<file path="src/rtl/pixel_fetch_if.sv">
// Pixel fetch bus: frame-buffer read channel, serializer strobe and pixel outputs.
interface pixel_fetch_if;
  logic        newPixel;
  logic        rd_req;
  logic [19:0] rd_addr;
  logic        rd_valid;
  logic [23:0] rd_data;
  logic [7:0]  red;
  logic [7:0]  green;
  logic [7:0]  blue;
  logic        underflow;
  logic        frame_start;

  // fetch engine side
  modport master (
    input  newPixel, rd_valid, rd_data,
    output rd_req, rd_addr, red, green, blue, underflow, frame_start
  );

  // memory / serializer side
  modport slave (
    output newPixel, rd_valid, rd_data,
    input  rd_req, rd_addr, red, green, blue, underflow, frame_start
  );
endinterface

</file>
<file path="src/rtl/pixel_fetch.sv">
// Pixel fetch engine: prefetches frame-buffer pixels into a small FIFO and
// hands one pixel per serializer slot; a starved frame is flushed and refetched
// from address 0 so the next frame starts aligned.
module pixel_fetch #(
  parameter int HACTIVE    = 1280,
  parameter int HTOTAL     = 1441,
  parameter int VACTIVE    = 800,
  parameter int VTOTAL     = 824,
  parameter int FIFO_DEPTH = 8
) (
  input  logic         clk_in,
  input  logic         rst_n,
  pixel_fetch_if.master bus
);
  localparam int AW   = $clog2(FIFO_DEPTH);
  localparam int CW   = AW + 1;
  localparam int DW   = CW + 1;
  localparam int HW   = $clog2(HTOTAL);
  localparam int VW   = $clog2(VTOTAL);
  localparam int NPIX = HACTIVE * VACTIVE;

  typedef enum logic [1:0] {RESET_WAIT, FILL, RUN, FLUSH} state_t;

  state_t          r_state, w_next;
  logic [HW-1:0]   r_hcnt, w_hnext;
  logic [VW-1:0]   r_vcnt, w_vnext;
  logic [CW-1:0]   r_count, r_out;
  logic [DW-1:0]   r_discard, w_drain;
  logic [AW-1:0]   r_wptr, r_rptr;
  logic [23:0]     r_mem [FIFO_DEPTH];
  logic [19:0]     r_addr;
  logic [23:0]     r_pix;
  logic            r_underflow, r_corrupt, r_fs;
  logic            w_hwrap, w_fwrap, w_new_active;
  logic            w_req, w_ret, w_stale, w_push, w_pop, w_take, w_starve;
  logic            w_pop_en, w_fill_done, w_flush_go, w_flush_done;

  assign w_hwrap      = (r_hcnt == HW'(HTOTAL - 1));
  assign w_fwrap      = w_hwrap && (r_vcnt == VW'(VTOTAL - 1));
  assign w_hnext      = w_hwrap ? '0 : r_hcnt + HW'(1);
  assign w_vnext      = w_fwrap ? '0 : (w_hwrap ? r_vcnt + VW'(1) : r_vcnt);
  assign w_new_active = (w_hnext < HW'(HACTIVE)) && (w_vnext < VW'(VACTIVE));

  // Request gating counts data in flight so the FIFO can never overflow.
  assign w_req   = rst_n && (r_state == FILL || r_state == RUN) &&
                   ({1'b0, r_count} + {1'b0, r_out} < DW'(FIFO_DEPTH));
  // Returns arrive in order, so pre-reset stragglers always come first.
  assign w_stale = bus.rd_valid && (r_discard != '0);
  assign w_ret   = bus.rd_valid && (r_discard == '0);
  assign w_push  = w_ret && (r_state != FLUSH);

  assign w_fill_done  = (r_state == FILL) && bus.newPixel && w_fwrap &&
                        (r_count == CW'(FIFO_DEPTH));
  assign w_flush_go   = (r_state == RUN) && bus.newPixel && w_fwrap && r_corrupt;
  assign w_flush_done = (r_state == FLUSH) && (r_out == '0) && (r_discard == '0);
  // The FILL->RUN edge already serves pixel (0,0) of the new frame.
  assign w_pop_en     = ((r_state == RUN) && !w_flush_go) || w_fill_done;
  assign w_take       = bus.newPixel && w_pop_en && w_new_active;
  assign w_pop        = w_take && (r_count != '0);
  assign w_starve     = w_take && (r_count == '0);
  // A held reset keeps accumulating stragglers rather than forgetting them.
  assign w_drain      = r_discard + DW'(r_out);

  // State register
  always_ff @(posedge clk_in) begin
    if (!rst_n) r_state <= RESET_WAIT;
    else        r_state <= w_next;
  end

  // Next-state logic
  always_comb begin
    w_next = r_state;
    case (r_state)
      RESET_WAIT: w_next = FILL;
      FILL:       if (w_fill_done)  w_next = RUN;
      RUN:        if (w_flush_go)   w_next = FLUSH;
      FLUSH:      if (w_flush_done) w_next = FILL;
      default:    w_next = RESET_WAIT;
    endcase
  end

  // Raster position, advanced once per serializer slot
  always_ff @(posedge clk_in) begin
    if (!rst_n) begin
      r_hcnt <= '0;
      r_vcnt <= '0;
    end else if (bus.newPixel) begin
      r_hcnt <= w_hnext;
      r_vcnt <= w_vnext;
    end
  end

  // Outstanding reads and the count of stale returns to drop after reset
  always_ff @(posedge clk_in) begin
    if (!rst_n) begin
      r_out     <= '0;
      r_discard <= (bus.rd_valid && w_drain != '0) ? w_drain - DW'(1) : w_drain;
    end else begin
      if (w_req && !w_ret)      r_out <= r_out + CW'(1);
      else if (!w_req && w_ret) r_out <= r_out - CW'(1);
      if (w_stale) r_discard <= r_discard - DW'(1);
    end
  end

  // FIFO storage
  always_ff @(posedge clk_in) begin
    if (w_push) r_mem[r_wptr] <= bus.rd_data;
  end

  // FIFO pointers/occupancy and read address; flush restarts both at zero
  always_ff @(posedge clk_in) begin
    if (!rst_n || w_flush_done) begin
      r_wptr  <= '0;
      r_rptr  <= '0;
      r_count <= '0;
      r_addr  <= '0;
    end else begin
      if (w_push) r_wptr <= r_wptr + AW'(1);
      if (w_pop)  r_rptr <= r_rptr + AW'(1);
      if (w_push && !w_pop)      r_count <= r_count + CW'(1);
      else if (!w_push && w_pop) r_count <= r_count - CW'(1);
      if (w_req) r_addr <= (r_addr == 20'(NPIX - 1)) ? 20'd0 : r_addr + 20'd1;
    end
  end

  // Pixel output, frame marker and error flags
  always_ff @(posedge clk_in) begin
    if (!rst_n) begin
      r_pix       <= '0;
      r_fs        <= 1'b0;
      r_underflow <= 1'b0;
      r_corrupt   <= 1'b0;
    end else begin
      r_fs <= bus.newPixel && w_pop_en && w_fwrap;
      if (bus.newPixel) r_pix <= w_pop ? r_mem[r_rptr] : 24'd0;
      if (w_flush_done) r_corrupt <= 1'b0;
      if (w_starve) begin
        r_underflow <= 1'b1;
        r_corrupt   <= 1'b1;
      end
    end
  end

  assign bus.rd_req      = w_req;
  assign bus.rd_addr     = r_addr;
  assign bus.red         = r_pix[23:16];
  assign bus.green       = r_pix[15:8];
  assign bus.blue        = r_pix[7:0];
  assign bus.underflow   = r_underflow;
  assign bus.frame_start = r_fs;
endmodule
</file>
<file path="src/flat_wrapper.sv">
// flat-port wrapper written by rule: the top's interface ports become plain ports
module pixel_fetch_flat 
#(
  parameter int HACTIVE    = 1280,
  parameter int HTOTAL     = 1441,
  parameter int VACTIVE    = 800,
  parameter int VTOTAL     = 824,
  parameter int FIFO_DEPTH = 8
)
  (clk_in, rst_n, bus_newPixel, bus_rd_valid, bus_rd_data, bus_rd_req, bus_rd_addr, bus_red, bus_green, bus_blue, bus_underflow, bus_frame_start);
  pixel_fetch_if bus_i ();
  input  logic clk_in;
  input  logic rst_n;
  input wire logic [$bits(bus_i.newPixel)-1:0] bus_newPixel;
  input wire logic [$bits(bus_i.rd_valid)-1:0] bus_rd_valid;
  input wire logic [$bits(bus_i.rd_data)-1:0] bus_rd_data;
  output wire logic [$bits(bus_i.rd_req)-1:0] bus_rd_req;
  output wire logic [$bits(bus_i.rd_addr)-1:0] bus_rd_addr;
  output wire logic [$bits(bus_i.red)-1:0] bus_red;
  output wire logic [$bits(bus_i.green)-1:0] bus_green;
  output wire logic [$bits(bus_i.blue)-1:0] bus_blue;
  output wire logic [$bits(bus_i.underflow)-1:0] bus_underflow;
  output wire logic [$bits(bus_i.frame_start)-1:0] bus_frame_start;
  assign bus_i.newPixel = bus_newPixel;
  assign bus_i.rd_valid = bus_rd_valid;
  assign bus_i.rd_data = bus_rd_data;
  assign bus_rd_req = bus_i.rd_req;
  assign bus_rd_addr = bus_i.rd_addr;
  assign bus_red = bus_i.red;
  assign bus_green = bus_i.green;
  assign bus_blue = bus_i.blue;
  assign bus_underflow = bus_i.underflow;
  assign bus_frame_start = bus_i.frame_start;
  pixel_fetch #(.HACTIVE(HACTIVE), .HTOTAL(HTOTAL), .VACTIVE(VACTIVE), .VTOTAL(VTOTAL), .FIFO_DEPTH(FIFO_DEPTH)) u_core (.clk_in(clk_in), .rst_n(rst_n), .bus(bus_i));
endmodule
</file>
<file path="config.mk">
export PLATFORM = sky130hd
export DESIGN_NAME = pixel_fetch_flat
export DESIGN_NICKNAME = d
export VERILOG_FILES = /design/src/rtl/pixel_fetch_if.sv /design/src/rtl/pixel_fetch.sv /design/src/flat_wrapper.sv
export SDC_FILE = /design/constraint.sdc
export NUM_CORES = 1
export LEC_CHECK = 0
export CAP_MARGIN = 20
export CORE_UTILIZATION = 50
export DETAILED_ROUTE_END_ITERATION = 8
export DONT_BUFFER_PORTS = 1
export GPL_TIMING_DRIVEN = 0
export PLACE_DENSITY = 0.74
export SYNTH_ARGS = -nofsm -noshare
export SYNTH_HDL_FRONTEND = slang
export SYNTH_SLANG_ARGS = --single-unit
</file>
<file path="constraint.sdc">
create_clock -name clk_in -period 4.07 [get_ports clk_in]
set_input_delay 0.2035 -clock clk_in [delete_from_list [all_inputs] [get_ports clk_in]]
set_output_delay 0.2035 -clock clk_in [all_outputs]
set_load 0.02 [all_outputs]
</file>
# ---- Word level (Yosys, flattened, before mapping)
# Memory sizes are Yosys's and may differ from the RTL's. A register that Yosys moved wholly into a read port is not among the register bits.
# Cells that the tools add are included.
dict set report totals {
  ff_bits 89
  ramBits 192
  in_bits 28
  out_inout_bits 47
  elab_cells 110
  mem_count 1
}
dict set report op_classes {
  addsub 13
  order_cmp 3
  n_eq_ne 12
  muxes 22
  reduce_logical 46
}
# memory depth word_bits rd rd_clocked_by_memory_dff write_ports line_no
set mem_list {}
lappend mem_list {u_core.r_mem 8 24 1 1 1 pixel_fetch.sv:30} ;# logic [23:0] r_mem [FIFO_DEPTH];
# cell n
set ops {}
lappend ops {{logical AND 1 bit} 26}
lappend ops {{two-way mux 24 bit} 1}
lappend ops {{adder 20 x 1 -> 20 bit, second input constant} 1}
lappend ops {{== test 20 bit, second input constant} 1}
lappend ops {{two-way mux 10 bit} 2}
lappend ops {{two-way mux 20 bit} 1}
lappend ops {{two-way mux 4 bit} 4}
lappend ops {{two-way mux 5 bit} 3}
lappend ops {{adder 11 x 1 -> 11 bit, second input constant} 1}
lappend ops {{== test 11 bit, second input constant} 1}
lappend ops {{< comparator 11 bit, second input constant} 1}
lappend ops {{two-way mux 11 bit} 1}
lappend ops {{adder 10 x 1 -> 10 bit, second input constant} 1}
lappend ops {{== test 10 bit, second input constant} 1}
lappend ops {{< comparator 10 bit, second input constant} 1}
lappend ops {{nonzero test 5 bit} 2}
lappend ops {{subtractor 5 x 1 -> 5 bit, second input constant} 2}
lappend ops {{adder 4 x 1 -> 4 bit, second input constant} 2}
lappend ops {{zero test 4 bit} 2}
lappend ops {{inequality test 2 x 1 -> 1 bit, second input constant} 4}
lappend ops {{case mux 2 bit (4 select lines)} 1}
lappend ops {{subtractor 4 x 1 -> 4 bit, second input constant} 2}
lappend ops {{adder 3 x 1 -> 3 bit, second input constant} 2}
lappend ops {{zero test 1 bit} 6}
lappend ops {{16 further kinds} 27}

# ---- Logic depth before layout (Yosys ltp)
# Gate-level depths: netlist of run 1.
dict set report logic_depth {
  word_depth 13
  depth_mapped 16
  depth_no_buf 16
}

# ---- Worst setup path after synthesis of run 1
# OpenSTA, ideal clock, no wires.
dict set report synth_path {
  path_kind {flip-flop to flip-flop}
  start {register u_core.r_discard[1]}
  end {memory u_core.r_mem[0][0] (enable)}
  arrival_time_ns 3.191
  t_required_ns 3.635
  slack_ns 0.444
  path_stages_with_launch 8
  cell_sequence {edfxtp_1 > inv_1 > ha_1 > nand2b_1 > nor3_1 > nand2_1 > or3_1 > nor3_1}
}
dict set report synth_via {
  elab_chain_len 5
}
# element line_no
set synth_rtl {}
lappend synth_rtl {{start, declared} pixel_fetch.sv:28} ;# logic [DW-1:0] r_discard, w_drain;
lappend synth_rtl {{start signal, assigned} pixel_fetch.sv:97} ;# r_discard <= (bus.rd_valid && w_drain != '0) ? w_drain - DW'(1) : w_drain;
lappend synth_rtl {{start signal, assigned} pixel_fetch.sv:101} ;# if (w_stale) r_discard <= r_discard - DW'(1);
lappend synth_rtl {{zero test 5 bit} pixel_fetch.sv:49} ;# assign w_ret = bus.rd_valid && (r_discard == '0);
lappend synth_rtl {{logical AND 1 bit} pixel_fetch.sv:49}
lappend synth_rtl {{logical AND 1 bit} pixel_fetch.sv:50} ;# assign w_push = w_ret && (r_state != FLUSH);
lappend synth_rtl {{two-way mux 1 bit} pixel_fetch.sv:107} ;# if (w_push) r_mem[r_wptr] <= bus.rd_data;
lappend synth_rtl {{two-way mux 1 bit (implied by the code)} pixel_fetch.sv:107}
lappend synth_rtl {{end, declared} pixel_fetch.sv:30}
# No other way between the ends.

# ---- Worst setup path after layout of run 1
dict set report layout_path {
  start {register u_core.r_hcnt[0]}
  end {register u_core.r_count[3]}
}
dict set report layout_via {
  elab_chain_len 13
  elab_cells_between_ends 24
}
# element line_no
set layout_rtl {}
lappend layout_rtl {{start, declared} pixel_fetch.sv:25} ;# logic [HW-1:0] r_hcnt, w_hnext;
lappend layout_rtl {{start signal, assigned} pixel_fetch.sv:88} ;# r_hcnt <= w_hnext;
lappend layout_rtl {{branches (longest 8 deep; another with adder 11 x 1 -> 11 bit)} -}
lappend layout_rtl {{logical AND 1 bit (*)} pixel_fetch.sv:58} ;# assign w_take = bus.newPixel && w_pop_en && w_new_active;
lappend layout_rtl {{logical AND 1 bit (*)} pixel_fetch.sv:59} ;# assign w_pop = w_take && (r_count != '0);
lappend layout_rtl {{zero test 1 bit} pixel_fetch.sv:120} ;# if (w_push && !w_pop) r_count <= r_count + CW'(1);
lappend layout_rtl {{logical AND 1 bit} pixel_fetch.sv:120}
lappend layout_rtl {{two-way mux 4 bit / nonzero test 2 bit (equally long branches)} -}
lappend layout_rtl {{end signal, assigned} pixel_fetch.sv:120}
lappend layout_rtl {{end signal, assigned} pixel_fetch.sv:121} ;# else if (!w_push && w_pop) r_count <= r_count - CW'(1);
lappend layout_rtl {{end, declared} pixel_fetch.sv:27} ;# logic [CW-1:0] r_count, r_out;
# Mark *: on every way between the ends.
# A chain may end at the register's enable or synchronous reset.

==> results.cfg, run 1 <==
[timing]
fin_skew_ns = 0.0179
holdWs_ns = 0.0506
timing.fmax_mhz = 271
hold_viol_final = 0
setup-tns-final_ns = 0
rsz0062_at_grt = no
finalCritPeriodShare = 0.905
tightestPinTransition_ns = 0.993
setup_viol = 0
finalCriticalPeriod_ns = 3.68
max-slew-margin-rel = 0.338
maxSlewViolCount = 0

[synth]
synth_cells = 797
synth-edff-count = 197
syn_nets = 854
synth_seq_area_share = 0.647
async_reset_ff_frac = 0
synth_area_sq_mm = 0.0118
synth_warnings = 0
synthFlopType = edfxtp_1
synth_seq_cells = 284
synth_area_per_cell_sq_um = 14.9
ys_types = 60

[cts]
cts_buffers = 29
cts_tree = done
htreeDepth = 1
cts_sinks = 284
clk_path_buf_depth = 3
cts_resized = 0
clk_latency_ns = 0.54
cts_root_buf = clkbuf_16
clk_pin_slew_ns = 0.06

[floorplan]
initial_core_util = 0.517
num_rows = 55
coreArea_sq_mm = 0.0229
dieArea_sq_mm = 0.0243
die_w_um = 156
die_y_um = 156
num_io_pins = 75

[power]
p_comb_frac = 0.126
p_leak_nw = 4.50
switchingPower_mw = 1.64
power.share.clock = 0.389
power_mw = 6.81
powerDensity_mw_per_mm2 = 502
pwr-share-seq = 0.485
p_int_mw = 5.16
ir_drop_uv = 526
swShare = 0.242

[global_routing]
antenna_found_initial = 2
grt_pass1_wl_um = 36200
grt_start_max_net_pins = 25
grt_overflow_total = 0
track_usage = 0.194
first_global_vias = 6658

[worst_setup_path]
max_stage_delay_ns = 0.55
crit_chain = inv_1, ha_1, nand4b_4, or4_4, o311a_1, a311o_1, nand2_1, ha_1, inv_1, ha_1, a21o_1, a21oi_1, xnor2_1, or3_1, a21oi_1
crit_fanout = 6
cpMaxStageDelayCell = or4_4
cp.required_ns = 4.55
crit_arrival_ns = 4.16
path_class = register to register
path_buf_inv = 2
crit_path_start_kind = register
end_kind = register
path_common_cell = ha_1
cp_top_family = compound AO/OA/AOI/OAI gates

[placed_design]
place_hpwl_um = 14300
port_buffers = 0
dpl_cell_area_sq_mm = 0.0124
gp_congestion = 0.816
dp_cells = 1116

[layout]
stdcell_area_sq_mm = 0.0136
final_cell_mix = edfxtp_1 (197), dfxtp_1 (87), nand2_1 (67), mux4_2 (48), nor2_1 (43)
final_cells = 1195
final_nets = 916
drive_above_1_share = 0.173
layout_commonest_cell = edfxtp_1
synthToLayoutAreaGrowth_pct = 14.7

[routing]
drtPass1Iterations = 4
drtAntennaViolNets = 0
via_per_inst = 5.56
drc_errors = 0
vias = 6647
drtIter0Drc = 541
drt_wl_total_um = 22900
wire_per_inst_um = 19.2

[min_path]
hp-class = primary input to register

[run]
cap_violations = 0

[run_status]
status = finished, final reports clean
==> per-layer routing <==
metal / up-vias / GRT usage / share of wire
li1: 3154 / - / -
met5: - / 0 / 0.00057
met3: 40 / 0.0358 / 0.052
met4: 2 / 0.0570 / 0.023
met2: 164 / 0.323 / 0.49
met1: 3287 / 0.261 / 0.44
==> through the flow <==
| step | setup slack [ns] | utilization |
|---|---|---|
| after global routing | 0.0956 | 0.592 |
| final | 0.387 | 0.592 |
| after CTS | 0.370 | 0.592 |
| after global placement | -1.66 | 0.534 |
| after detailed placement | 0.397 | 0.539 |
| after floorplan | 0.444 | - |
==> power groups by stage <==
stage               clock network (mW)  logic (mW)  registers (mW)
floorplan                            0       0.675            3.34
detailed placement                   0       0.818            3.37
global route                      2.81       0.970            3.32
global placement                     0       0.782            3.36
CTS                               2.70       0.866            3.30
finish                            2.65       0.855            3.30
==> flip-flops by register name, indices dropped and copies added, names as in the netlist, named ones only <==
name,count
u_core.bus.underflow,1
u_core.r_rptr,3
u_core.r_pix,24
u_core.r_discard,5
u_core.r_wptr,3
u_core.r_mem,192
u_core.r_vcnt,10
u_core.r_hcnt,11
u_core.bus.frame_start,1
u_core.r_out,4
u_core.bus.rd_addr,20
u_core.r_corrupt,1
u_core.r_count,4
u_core.r_state,2
==> kinds of logic (layout without fill, tap and decap cells) <==
| group | after synthesis | after routing | synth area share |
|---|---|---|---|
| xor+xnor | 43 | 43 | 0.0318 |
| fa+ha+maj | 29 | 29 | 0.0326 |
| buf+inv | 47 | 131 | 0.0177 |
| flops | 284 | 284 | 0.647 |
| compound gates | 93 | 93 | 0.0556 |
| mux | 82 | 82 | 0.120 |
| other cells | 0 | 1 | 0 |
| simple gates | 219 | 219 | 0.0954 |
==> tightest hold or removal path, cell delays in order <==
cell and delay (ns):
nand2_1 0.10, o21ai_0 0.18, a21oi_1 0.06
==> cells in the mapped netlist (2+ instances only) <==
library cell  number  area (sq um)
dfxtp_1           87          1740
nand4_1           12          75.1
and3_1             8          50.1
nor3_1            13          65.1
nand3b_1           2          15.0
edfxtp_1         197          5920
nor4_1             3          18.8
o21a_1             2          15.0
nand2b_1           5          31.3
a21boi_0           3          22.5
o31ai_1            4          30.0
o21ai_2           21           184
o41ai_1            2          17.5
buf_6              3          33.8
xor2_1            19           166
nand3_1           18          90.1
mux2i_1           34           340
buf_1              5          18.8
buf_2              2          10.0
o21ai_0           26           130
a21o_1             4          30.0
a21oi_1           19          95.1
o21ai_1            2          10.0
or3_1              8          50.1
fa_1               3          60.1
nor2b_1            4          25.0
nor2_1            49           184
and4_1             3          26.3
xnor2_1           24           210
o211a_1            2          20.0
nand2_1           67           251
and2_1            12          75.1
buf_4              2          15.0
ha_1              26           325
inv_1             17          63.8
clkbuf_1          18          67.6
mux4_2            48          1080
==> cell type report <==
class	count	area, sq um
diodes	1	2.50
plain buffers	30	145
clock buffers	35	788
clock inverters	18	181
fillers	1728	9340
inverters	17	63.8
multi-input cells	466	4030
flip-flops and latches	284	7660
well taps	313	392
repair buffers	31	318
==> worst paths after layout <==
| path | to | depth (start not counted) | start | slack, ns |
|---|---|---|---|---|
| max | u_core.r_count[3] | 15 | u_core.r_hcnt[0] | 0.39 |
| min | u_core.r_wptr[0] | 3 | bus_rd_valid | 0.05 |
| max reg2reg | u_core.r_count[3] | 15 | u_core.r_hcnt[0] | 0.39 |
| min reg2reg | u_core.r_rptr[2] | 2 | u_core.r_rptr[2] | 0.48 |
==> what timing repair did <==
item | in CTS | in global routing
buffers inserted | 0 | 0
hold buffers | 25 | 0
endpoints found under the hold margin | 197 | 0
setup endpoints to repair | 0 | 0
No activity file was read; power rests on OpenSTA's default activity.
==> inputs of run 2 (changes only) <==
CORE_UTILIZATION = 35   (was 50)
PLACE_DENSITY = 0.58   (was 0.74)
==> results.cfg, run 2 (synthesized netlist as in run 1, its figures left out) <==
[layout]
multi_input_area_sq_mm = 0.00403
final_cell_mix = edfxtp_1 (197), dfxtp_1 (87), nand2_1 (67), mux4_2 (48), nor2_1 (43)
synthToLayoutAreaGrowth_pct = 16.5
register_area_sq_mm = 0.00766
max_flop_register = u_core.r_mem
final_nets = 917
fill_cells = 3028
largest_register_ffs = 192
layout_commonest_cell = edfxtp_1
final_cells = 1328
drive_above_1_share = 0.170
stdcell_area_sq_mm = 0.0138

[cts]
clk_pin_slew_ns = 0.06
clk_latency_ns = 0.56
clk_path_buf_depth = 3
cts_resized = 0
cts_buffers = 30
cts_sinks = 284
htreeDepth = 1
cts_tree = done
cts_root_buf = clkbuf_16
cts_setup_buffers = 0
cts_hold_buf = 25

[placed_design]
dp_cells = 1245
gp_congestion = 0.785
dpl_cell_area_sq_mm = 0.0125
port_buffers = 0
place_hpwl_um = 15500

[power]
power_mw = 6.89
powerDensity_mw_per_mm2 = 499
ir_drop_uv = 370
p_leak_nw = 4.52

[timing]
tightestPinTransition_ns = 0.995
fin_skew_ns = 0.0184
max-slew-margin-rel = 0.328
hold_viol_final = 0
rsz0062_at_grt = no
timing.fmax_mhz = 269
finalCritPeriodShare = 0.913
setup-tns-final_ns = 0
holdWs_ns = 0.0204
setup_viol = 0
finalCriticalPeriod_ns = 3.71
maxSlewViolCount = 0

[global_routing]
grt_pass1_wl_um = 37800
grt_start_max_net_pins = 25
track_usage = 0.143
antenna_found_initial = 2
first_global_vias = 6549
grt_overflow_total = 0

[routing]
wl_met3_um = 1270
met1Wirelength_um = 11000
highest_layer = met4
drtPass1Iterations = 5
drtAntennaViolNets = 0
via_per_inst = 4.89
met2_length_um = 11400
drc_errors = 0
drtIter0Drc = 382
wire_per_inst_um = 18.2
drt_wl_total_um = 24100
vias = 6490

[run]
cap_violations = 0

[worst_setup_path]
rr_worst_depth = 15
crit_path_start_kind = register
setup.worst_path.start = u_core.r_hcnt[0]
r2r_start = u_core.r_hcnt[0]
path_class = register to register
r2r-end = u_core.r_count[3]
crit_arrival_ns = 4.20
end_kind = register
crit_fanout = 6
crit_end = u_core.r_count[3]
reg2reg_setup_slack_ns = 0.36
cp.required_ns = 4.55

[floorplan]
num_io_pins = 75
die_y_um = 186
dieArea_sq_mm = 0.0346
num_rows = 66
coreArea_sq_mm = 0.0329
die_w_um = 186
initial_core_util = 0.360

[min_path]
hp-class = primary input to register

[run_status]
status = finished, final reports clean
==> run 2: cell types whose count changed in the layout (fill, tap and decap cells not counted), sizes merged <==
cell / before / now
diode: 1 / 2
clkinvlp: 5 / 4
clkinv: 9 / 13
inv: 18 / 17
clkbuf: 53 / 54
==> run 2: power breakdown <==
group          leakage [nW]  switching, mW  internal, mW  total, mW
sequential             2.48          0.103          3.19       3.30
combinational          1.56          0.461         0.401      0.862
clock                 0.481           1.14          1.59       2.73
==> run 2: cell type report <==
cell class,count,share of cell area
buffer,30,0.0105
multi-input combinational,466,0.292
timing repair buffer,31,0.0248
sequential,284,0.555
clock inverter,20,0.0148
inverter,17,0.00463
tap,442,0.0401
clock buffer,36,0.0577
antenna,2,0.000363
==> run 2: how the worst min path moves through the flow <==
stage	start	end	slack, ns	depth (start not counted)
2_1_floorplan	bus_rd_data[0]	u_core.r_mem[0][0]	0.30	0
3_3_place_gp	bus_rd_data[23]	u_core.r_mem[4][23]	0.30	0
3_5_place_dp	bus_rd_data[11]	u_core.r_mem[4][11]	0.30	0
4_1_cts	bus_rd_valid	u_core.r_wptr[0]	0.006	3
5_1_grt	rst_n	u_core.r_rptr[2]	0.02	3
6_report	bus_rd_valid	u_core.r_wptr[0]	0.02	3
==> run 2: metrics by stage <==
step | worst slack [ns] | util
global route | 0.124 | 0.420
floorplan | 0.444 | -
detailed placement | 0.343 | 0.381
CTS | 0.335 | 0.419
global placement | -1.76 | 0.377
finish | 0.356 | 0.420
==> run 2: worst max-delay path, cell delays in order (launching register included) <==
cell,delay [ns]
dfxtp_1,0.38
inv_1,0.08
ha_1,0.19
nand4b_4,0.12
or4_4,0.55
o311a_1,0.40
a311o_1,0.42
nand2_1,0.10
ha_1,0.18
inv_1,0.09
ha_1,0.27
a21o_1,0.18
a21oi_1,0.17
xnor2_1,0.09
or3_1,0.30
a21oi_1,0.14
==> run 2: per-layer routing <==
layer / global-route usage / vias to the layer above
li1: - / 3145
met2: 0.234 / 112
met1: 0.196 / 3204
met5: 0 / -
met3: 0.0319 / 29
met4: 0.0285 / 0
==> inputs of run 3 (changes only) <==
CTS_CLUSTER_DIAMETER = 60   (was unset)
PLACE_DENSITY = unset   (was 0.58)
clock period = 4.8 ns   (was 4.07 ns; I/O delays follow)
==> results.cfg, run 3 (synthesized netlist as in run 1, its figures left out) <==
[placed_design]
gp_congestion = 0.775
port_buffers = 0
dp_slack_ns = 1.07
dp_cells = 1245
place_hpwl_um = 15400

[timing]
finalWorstSetupSlack_ns = 1.07
max-slew-margin-rel = 0.314
timing.fmax_mhz = 268
hold_viol_final = 0
tightestPinTransition_ns = 1.02
setup_viol = 0
fin_skew_ns = 0.0168
setup-tns-final_ns = 0
finalCriticalPeriod_ns = 3.73
rsz0062_at_grt = no
finalCritPeriodShare = 0.777
maxSlewViolCount = 0
holdWs_ns = 0.0250

[floorplan]
die_y_um = 186
die_w_um = 186
coreArea_sq_mm = 0.0329
num_rows = 66
dieArea_sq_mm = 0.0346
num_io_pins = 75
initial_core_util = 0.360

[cts]
cts_sinks = 284
clk_latency_ns = 0.53
cts_resized = 0
cts_tree = done
clk_path_buf_depth = 3
cts_root_buf = clkbuf_16
clk_pin_slew_ns = 0.06
cts_buffers = 34
htreeDepth = 2

[power]
power.share.clock = 0.411
powerDensity_mw_per_mm2 = 433
switchingPower_mw = 1.50
p_leak_nw = 4.55
ir_drop_uv = 395
p_int_mw = 4.49
p_comb_frac = 0.123
pwr-share-seq = 0.467
swShare = 0.250

[global_routing]
antenna_found_initial = 1
grt_overflow_total = 0
grt_pass1_wl_um = 38400
track_usage = 0.147
first_global_vias = 6791
grt_start_max_net_pins = 25

[routing]
drtPass1Iterations = 5
drtIter0Drc = 352
via_per_inst = 4.99
wire_per_inst_um = 18.2
vias = 6650
drt_wl_total_um = 24300
drtAntennaViolNets = 0
drc_errors = 0

[layout]
fill_cells = 3059
final_cells = 1333
drive_above_1_share = 0.170
final_cell_mix = edfxtp_1 (197), dfxtp_1 (87), nand2_1 (67), mux4_2 (48), nor2_1 (43)
synthToLayoutAreaGrowth_pct = 16.9
postLayoutCoreUtil = 0.421
max_flop_register = u_core.r_mem
final_nets = 921
layout_commonest_cell = edfxtp_1
largest_register_ffs = 192

[worst_setup_path]
path_class = register to register
crit_path_start_kind = register
crit_fanout = 6
crit_arrival_ns = 4.18
cp.required_ns = 5.25
end_kind = register
reg2reg_setup_slack_ns = 1.07

[run_status]
status = finished, final reports clean

[run]
cap_violations = 0

[min_path]
hp-class = primary input to register
-- run 3: cell types whose count changed in the layout (fill, tap and decap cells not counted), moves of 2 or more --
cell	before	now
buf_6	6	9
buf_8	2	0
bufinv_16	3	1
clkbuf_1	22	27
clkbuf_16	31	35
clkbuf_8	0	2
clkinv_2	7	1
clkinv_4	0	2
inv_6	0	3
-- run 3: metrics by stage --
step / cell area, sq um / power (mW)
after floorplan: 11800 / 3.40
after global placement: 12400 / 3.53
after detailed placement: 12500 / 3.56
after CTS: 13800 / 6.07
after global routing: 13800 / 6.27
final: 13800 / 5.99
-- run 3: power groups by stage --
stage / combinational (mW) / sequential, mW / clock [mW]
global placement: 0.679 / 2.85 / 0
detailed placement: 0.706 / 2.85 / 0
global route: 0.834 / 2.81 / 2.62
CTS: 0.745 / 2.80 / 2.53
finish: 0.734 / 2.80 / 2.46
floorplan: 0.572 / 2.83 / 0
-- run 3: path summary, 6_finish.rpt --
path | from | end | cells after the start
setup / recovery | u_core.r_hcnt[0] | u_core.r_count[3] | 15
setup reg to reg | u_core.r_hcnt[0] | u_core.r_count[3] | 15
hold / removal | rst_n | u_core.bus.rd_addr[14] | 2
hold reg to reg | u_core.r_rptr[2] | u_core.r_rptr[2] | 2
-- run 3: cell type report --
type                            instances  area [sq um]  area share
Buffer                                 30           145      0.0105
Clock inverter                         16           140      0.0101
Timing Repair Buffer                   31           318      0.0230
Tap cell                              442           553      0.0400
Clock buffer                           46           937      0.0677
Antenna cell                            1          2.50    0.000181
Multi-Input combinational cell        466          4030       0.291
Inverter                               17          63.8     0.00461
Sequential cell                       284          7660       0.553
-- run 3: what timing repair did --
action | CTS | global route
hold buffers | 25 | 0
endpoints found under the hold margin | 193 | 0
buffers inserted | 0 | 0
-- run 3: per-layer routing --
metal / up-vias / GRT usage / part of all wire
li1: 3161 / - / -
met1: 3312 / 0.191 / 0.44
met2: 136 / 0.239 / 0.47
met3: 41 / 0.0393 / 0.061
met4: 0 / 0.0456 / 0.019
met5: - / 0 / 0
-- run 3: critical path, stage by stage (launching register included) --
cell,delay [ns]
dfxtp_1,0.36
inv_1,0.08
ha_1,0.19
nand4b_4,0.13
or4_4,0.56
o311a_1,0.40
a311o_1,0.41
nand2_1,0.10
ha_1,0.19
inv_1,0.09
ha_1,0.27
a21o_1,0.18
a21oi_1,0.17
xnor2_1,0.09
or3_1,0.31
a21oi_1,0.14
